<file path="src/rtl/pipe_ctrl_pkg.sv">
// Shared definitions for the pipeline hazard / stall controller.
//   state_e    : sequencer state (RUN=0, MEM_WAIT=1)
//   REG_IDX_W  : width of an architectural register index
package pipe_ctrl_pkg;

    localparam int REG_IDX_W = 5;

    typedef enum logic {
        RUN      = 1'b0,
        MEM_WAIT = 1'b1
    } state_e;

endpackage

</file>
<file path="src/rtl/pipeline_hazard_ctrl_hazard_detect.sv">
// Load-use hazard comparator. Flags when the instruction in EX is a load
// whose destination is read by the instruction in ID. x0 never hazards.
//   mem_read_i      : EX-stage instruction is a load
//   rd_i            : EX-stage destination register
//   rs1_i / rs2_i   : ID-stage source registers
//   use_rs1_i/_rs2_i: ID-stage instruction actually reads that source
//   lu_haz_o        : load-use hazard present
module hazard_detect
    import pipe_ctrl_pkg::*;
(
    input  logic                 mem_read_i,
    input  logic [REG_IDX_W-1:0] rd_i,
    input  logic [REG_IDX_W-1:0] rs1_i,
    input  logic [REG_IDX_W-1:0] rs2_i,
    input  logic                 use_rs1_i,
    input  logic                 use_rs2_i,
    output logic                 lu_haz_o
);

    logic rs1_hit;
    logic rs2_hit;

    assign rs1_hit  = use_rs1_i && (rd_i == rs1_i);
    assign rs2_hit  = use_rs2_i && (rd_i == rs2_i);
    assign lu_haz_o = mem_read_i && (rd_i != '0) && (rs1_hit || rs2_hit);

endmodule

</file>
<file path="src/rtl/pipeline_hazard_ctrl.sv">
// Central stall/flush sequencer for a 5-stage pipeline.
// Priority in RUN: (1) data-memory wait, (2) taken branch, (3) load-use.
// Ports:
//   clk, rst                    : clock, async active-high reset
//   Mem_Read_ID_EX, rd_ID_EX    : EX-stage load and its destination
//   rs1_IF_ID, rs2_IF_ID,
//   use_rs1, use_rs2            : ID-stage sources and their use flags
//   PcSrc_EX_MEM, zero_EX_MEM   : MEM-stage branch and condition
//   Mem_Read/Write_EX_MEM       : MEM-stage memory access
//   dmem_ready                  : memory finishes the access this cycle
//   pc_en..mem_wb_flush         : pipeline register enables / clears
//   dmem_req, dmem_abort        : memory request, one-cycle abort on timeout
//   mem_err                     : sticky timeout flag
//   stall_cnt                   : saturating count of cycles with pc_en=0
module pipeline_hazard_ctrl
    import pipe_ctrl_pkg::*;
#(
    parameter int MEM_TIMEOUT = 64,
    parameter int CNT_W       = 16
) (
    input  logic                 clk,
    input  logic                 rst,
    input  logic                 Mem_Read_ID_EX,
    input  logic [REG_IDX_W-1:0] rd_ID_EX,
    input  logic [REG_IDX_W-1:0] rs1_IF_ID,
    input  logic [REG_IDX_W-1:0] rs2_IF_ID,
    input  logic                 use_rs1,
    input  logic                 use_rs2,
    input  logic                 PcSrc_EX_MEM,
    input  logic                 zero_EX_MEM,
    input  logic                 Mem_Read_EX_MEM,
    input  logic                 Mem_Write_EX_MEM,
    input  logic                 dmem_ready,
    output logic                 pc_en,
    output logic                 pc_sel,
    output logic                 if_id_en,
    output logic                 if_id_flush,
    output logic                 id_ex_en,
    output logic                 id_ex_flush,
    output logic                 ex_mem_en,
    output logic                 ex_mem_flush,
    output logic                 mem_wb_flush,
    output logic                 dmem_req,
    output logic                 dmem_abort,
    output logic                 mem_err,
    output logic [CNT_W-1:0]     stall_cnt
);

    // wait_cnt only ever holds 0..MEM_TIMEOUT-1
    localparam int                WC_W    = (MEM_TIMEOUT > 2) ? $clog2(MEM_TIMEOUT) : 1;
    localparam logic [WC_W-1:0]   WC_LAST = WC_W'(MEM_TIMEOUT - 1);

    state_e            state_q,     state_d;
    logic [WC_W-1:0]   wait_cnt_q,  wait_cnt_d;
    logic              mem_err_q,   mem_err_d;
    logic [CNT_W-1:0]  stall_cnt_q, stall_cnt_d;

    logic mem_op, br_taken, lu_haz;
    logic eval_br_lu;   // memory side is not holding the pipe this cycle

    logic pc_en_c, pc_sel_c, if_id_en_c, if_id_flush_c, id_ex_en_c, id_ex_flush_c;
    logic ex_mem_en_c, ex_mem_flush_c, mem_wb_flush_c, dmem_req_c, dmem_abort_c;

    assign mem_op   = Mem_Read_EX_MEM | Mem_Write_EX_MEM;
    assign br_taken = PcSrc_EX_MEM & zero_EX_MEM;

    hazard_detect u_hazard_detect (
        .mem_read_i (Mem_Read_ID_EX),
        .rd_i       (rd_ID_EX),
        .rs1_i      (rs1_IF_ID),
        .rs2_i      (rs2_IF_ID),
        .use_rs1_i  (use_rs1),
        .use_rs2_i  (use_rs2),
        .lu_haz_o   (lu_haz)
    );

    always_comb begin
        state_d        = state_q;
        wait_cnt_d     = wait_cnt_q;
        mem_err_d      = mem_err_q;
        eval_br_lu     = 1'b0;
        pc_en_c        = 1'b1;
        pc_sel_c       = 1'b0;
        if_id_en_c     = 1'b1;
        if_id_flush_c  = 1'b0;
        id_ex_en_c     = 1'b1;
        id_ex_flush_c  = 1'b0;
        ex_mem_en_c    = 1'b1;
        ex_mem_flush_c = 1'b0;
        mem_wb_flush_c = 1'b0;
        dmem_req_c     = 1'b0;
        dmem_abort_c   = 1'b0;

        case (state_q)
            RUN: begin
                dmem_req_c = mem_op;
                if (mem_op && !dmem_ready) begin
                    state_d    = MEM_WAIT;
                    wait_cnt_d = WC_W'(1);
                end else begin
                    eval_br_lu = 1'b1;
                end
            end
            MEM_WAIT: begin
                dmem_req_c = 1'b1;
                if (dmem_ready) begin
                    state_d    = RUN;
                    wait_cnt_d = '0;
                    eval_br_lu = 1'b1;
                end else if (wait_cnt_q == WC_LAST) begin
                    // Give up: release the pipe as though the access finished.
                    dmem_abort_c = 1'b1;
                    mem_err_d    = 1'b1;
                    state_d      = RUN;
                    wait_cnt_d   = '0;
                    eval_br_lu   = 1'b1;
                end else begin
                    wait_cnt_d = wait_cnt_q + WC_W'(1);
                end
            end
            default: begin
                state_d    = RUN;
                wait_cnt_d = '0;
            end
        endcase

        if (!eval_br_lu) begin
            // Whole pipe frozen; bubble into MEM/WB so WB does not repeat.
            pc_en_c        = 1'b0;
            if_id_en_c     = 1'b0;
            id_ex_en_c     = 1'b0;
            ex_mem_en_c    = 1'b0;
            mem_wb_flush_c = 1'b1;
        end else if (br_taken) begin
            // Squashing ID also removes any load-use hazard it carried.
            pc_sel_c       = 1'b1;
            if_id_flush_c  = 1'b1;
            id_ex_flush_c  = 1'b1;
            ex_mem_flush_c = 1'b1;
        end else if (lu_haz) begin
            pc_en_c       = 1'b0;
            if_id_en_c    = 1'b0;
            id_ex_flush_c = 1'b1;
        end

        stall_cnt_d = stall_cnt_q;
        if (!pc_en_c && (stall_cnt_q != {CNT_W{1'b1}}))
            stall_cnt_d = stall_cnt_q + CNT_W'(1);
    end

    always_ff @(posedge clk or posedge rst) begin
        if (rst) begin
            state_q     <= RUN;
            wait_cnt_q  <= '0;
            mem_err_q   <= 1'b0;
            stall_cnt_q <= '0;
        end else begin
            state_q     <= state_d;
            wait_cnt_q  <= wait_cnt_d;
            mem_err_q   <= mem_err_d;
            stall_cnt_q <= stall_cnt_d;
        end
    end

    // Combinational outputs are forced low for as long as reset is held.
    assign pc_en        = !rst && pc_en_c;
    assign pc_sel       = !rst && pc_sel_c;
    assign if_id_en     = !rst && if_id_en_c;
    assign if_id_flush  = !rst && if_id_flush_c;
    assign id_ex_en     = !rst && id_ex_en_c;
    assign id_ex_flush  = !rst && id_ex_flush_c;
    assign ex_mem_en    = !rst && ex_mem_en_c;
    assign ex_mem_flush = !rst && ex_mem_flush_c;
    assign mem_wb_flush = !rst && mem_wb_flush_c;
    assign dmem_req     = !rst && dmem_req_c;
    assign dmem_abort   = !rst && dmem_abort_c;
    assign mem_err      = mem_err_q;
    assign stall_cnt    = stall_cnt_q;

endmodule

</file>
<file path="config.mk">
export PLATFORM = sky130hd
export DESIGN_NAME = pipeline_hazard_ctrl
export DESIGN_NICKNAME = d
export VERILOG_FILES = /design/src/rtl/pipe_ctrl_pkg.sv /design/src/rtl/pipeline_hazard_ctrl_hazard_detect.sv /design/src/rtl/pipeline_hazard_ctrl.sv
export SDC_FILE = /design/constraint.sdc
export NUM_CORES = 1
export LEC_CHECK = 0
export BUFFER_PORTS_ARGS = -buffer_cell sky130_fd_sc_hd__buf_2
export CAP_MARGIN = 20
export CORE_ASPECT_RATIO = 1.5
export CORE_UTILIZATION = 45
export CTS_CLUSTER_DIAMETER = 100
export DETAILED_ROUTE_END_ITERATION = 10
export GPL_TIMING_DRIVEN = 0
export PLACE_DENSITY = 0.71
export SETUP_SLACK_MARGIN = 0.1
export SLEW_MARGIN = 0
export SYNTH_ARGS = -nofsm -noshare
export SYNTH_HDL_FRONTEND = slang
export SYNTH_HIERARCHICAL = 1
export SYNTH_SLANG_ARGS = --single-unit
export TNS_END_PERCENT = 100
</file>
<file path="constraint.sdc">
create_clock -name clk -period 5.73 [get_ports clk]
set_clock_uncertainty 0.1 [all_clocks]
set_input_delay 0.573 -clock clk [delete_from_list [all_inputs] [get_ports clk]]
set_output_delay 0.573 -clock clk [all_outputs]
set_load 0.005 [all_outputs]
</file>
==> summary.txt <==
Routing
  – Detailed-route DRC error count: 0
  – TritonRoute pass-1 iters: 4
  – Met2 wire len: 1.92 mm
  – WL final: 3.39 mm
  – Initial DRC count: 20
  – Via density: 5.37
  – DRT antenna net count: 0
  – Vias: 1315
  – Routed WL per cell: 13.8 um
  – DR top layer: met4
  – Met1 wire length: 1.35 mm
  – Met3 routed WL: 92 um

Clocking
  – CTS clk-pin slew, worst paths: 0.09 ns
  – Hold-fix buffers, CTS: 0
  – Clk_lat worst skew: 0.26 ns
  – CTS tree: built
  – CTS Root Cell: clkbuf_8
  – CTS sink count: 24
  – Clk buf depth: 2
  – Post-CTS Setup Inserts: 0
  – Num CTS Buffers: 3
  – Level count of the clock H-tree: 1
  – # resized after CTS: 0

Synth
  – Area share of the largest cell type after synthesis: 42.2%
  – Mapped cell area: 0.00142 mm2
  – #FFs+latches synth: 24
  – Async S/R FF share, synth: 100%
  – Average cell area after synthesis: 9.48 um2
  – Most common cell in the netlist: dfrtp_1
  – Number of synthesized flops with an enable pin: 0
  – Syn nets: 177
  – Top post-synthesis cells by area: dfrtp_1 (42%), xor2_1 (11%), nor3_2 (4.2%), nand2_1 (3.7%), nor2_1 (3.7%)
  – Synth cell count leaders: dfrtp_1 (24), xor2_1 (18), nand2_1 (14), nor2_1 (14), nand3_1 (9)
  – Sequential element share of the synthesized area: 42.2%
  – Main synth FF type: dfrtp_1
  – Synth warn: 6
  – Synth unique cells: 35
  – Area leader, netlist: dfrtp_1
  – Gate Count Post-Synth: 150

Placed design
  – Dpl cells: 241
  – Gpl congestion: 0.847
  – DPL Wire Length: 2.63 mm
  – Area post-placement: 0.00173 mm2
  – PortBufs: 52

Global route
  – Vias in the first global route: 1293
  – Largest net degree at the start of global routing: 26
  – Gr usage total: 21.9%
  – First-pass GRT wire length: 5.52 mm
  – Initial antenna violation count: 0
  – GRT overflow: 0

Setup path
  – Worst Setup Start Kind: input pin
  – Slowest CP cell: inv_1
  – CP peak stage delay: 0.67 ns
  – Setup crit end kind: output port
  – CP dominant cell by count: buf_2
  – CP max FO: 25
  – Crit path buffers/inverters: 4
  – Worst EP arrival: 2.09 ns
  – WS Path Type: input pin to output port
  – Crit-path cells: buf_2 -> inv_1 -> nand2_1 -> nor2_1 -> buf_4 -> buf_2
  – Worst path top cell family by delay: buffers and inverters
  – WP data required: 5.06 ns

Cells and area
  – Fillcell total: 289
  – Ant diodes: 0
  – Layout Nets: 234
  – Reg area: 601 um2
  – Ratio of cells with drive above 1 in the final layout: 36.4%
  – Multi-input logic area: 754 um2
  – Post-route cell area: 0.00180 mm2
  – Post-Layout Cell Count: 245
  – Area delta synth->final: 26.7%

Die
  – Core Box Area: 0.00294 mm2
  – Starting Density: 48.3%
  – Io pins: 53
  – Die footprint: 0.00339 mm2
  – Cell Rows: 24
  – Die Ht: 70.9 um
  – DIE WIDTH: 47.9 um

Worst hold path
  – Worst min-delay path category: flip-flop to flip-flop

Timing
  – Slew margin rel.: 37.9%
  – Pins Over Slew Limit: 0
  – Post-route minimum period: 2.77 ns
  – Fin crit share: 48.3%
  – Hold Slack: 0.381 ns
  – Setup TNS: 0 ns
  – Final setup viols: 0
  – Unrepaired setup endpoints after global routing: false
  – Final Hold Fails: 0
  – Max Clk Rate: 362 MHz
  – Worst slew pin tran: 0.931 ns

Pwr
  – Power Total: 555 uW
  – Leakage: 0.876 nW
  – Worst VDD drop: 0.302 mV
  – Pwr Density: 308 mW/mm2

Run
  – Maxcap violations: 0

Status
  – Status: finished clean
## path summary, 6_finish.rpt
check	start	end	slack [ns]	cells after the start
worst max-delay path	rst	pc_sel	2.96	6
worst min-delay path	mem_err$_DFFE_PP0P_	mem_err$_DFFE_PP0P_	0.38	1
worst max register to register	wait_cnt_q[0]$_DFFE_PP0P_	stall_cnt[14]$_DFFE_PP0P_	3.33	7
worst min register to register	mem_err$_DFFE_PP0P_	mem_err$_DFFE_PP0P_	0.38	1
max in group asynchronous	rst	stall_cnt[10]$_DFFE_PP0P_	4.53	2
min in group asynchronous	rst	stall_cnt[9]$_DFFE_PP0P_	0.44	2
## layer usage
metal | up-vias | track usage (%)
met4 | 0 | 6.48
met2 | 29 | 38.7
met5 | - | 0
met1 | 650 | 26.1
met3 | 6 | 2.55
li1 | 630 | -
## where the power goes
| group | leakage, nW | switching [mW] | internal [mW] | total, mW |
|---|---|---|---|---|
| combinational | 0.540 | 0.0816 | 0.0744 | 0.156 |
| sequential | 0.300 | 0.0472 | 0.206 | 0.253 |
| clock | 0.0357 | 0.0531 | 0.0933 | 0.146 |
| total | 0.876 | 0.182 | 0.373 | 0.555 |
## cells by family (layout without fill, tap and decap cells)
kind of cell	after synthesis	after routing	synth area share [%]
and+or+nand+nor	66	66	25.6
xor gates and xnor gates	24	24	14.8
DFF	24	24	42.2
AOI/OAI and AO/OA	19	19	8.53
buffers and inverters	12	68	4.75
muxes	3	3	2.37
adders and majority gates	2	2	1.76
## cell usage in the layout, fill, tap and decap left out, types with 2 or more instances in the layout
cell / Yosys / routed
buf_2: 0 / 52
a21o_2: 2 / 2
nand4_1: 5 / 5
inv_1: 7 / 7
a21oi_1: 3 / 3
xor2_1: 18 / 18
nor2_1: 14 / 14
nand3_1: 9 / 9
dfrtp_1: 24 / 24
ha_1: 2 / 2
nand2_1: 14 / 14
mux2_2: 3 / 3
nor3_2: 6 / 6
nor4_1: 6 / 6
nor3_1: 2 / 2
buf_4: 4 / 4
o21ai_0: 7 / 7
xnor2_1: 6 / 6
clkbuf_8: 0 / 3
## stage by stage
step                      utilization [%]  worst slack [ns]
after floorplan                         -              3.39
after global placement               58.8              2.91
after detailed placement             58.8              2.88
after CTS                            61.3              2.87
after global routing                 61.3              2.69
final                                61.3              2.96
## area by class of cell
| cell class | instances | area share [%] |
|---|---|---|
| sequential | 24 | 33.3 |
| timing repair buffer | 52 | 14.4 |
| clock buffer | 3 | 2.29 |
| multi-input combinational | 114 | 41.8 |
| tap | 39 | 2.71 |
| inverter | 7 | 1.46 |
| clock inverter | 1 | 1.67 |
| buffer | 5 | 2.29 |
## state kept, by name, summed over array words and instances (netlist names)
register / flops
stall_cnt: 16
state_q: 1
mem_err: 1
wait_cnt_q: 6
Power figures use the tool's default switching activity.
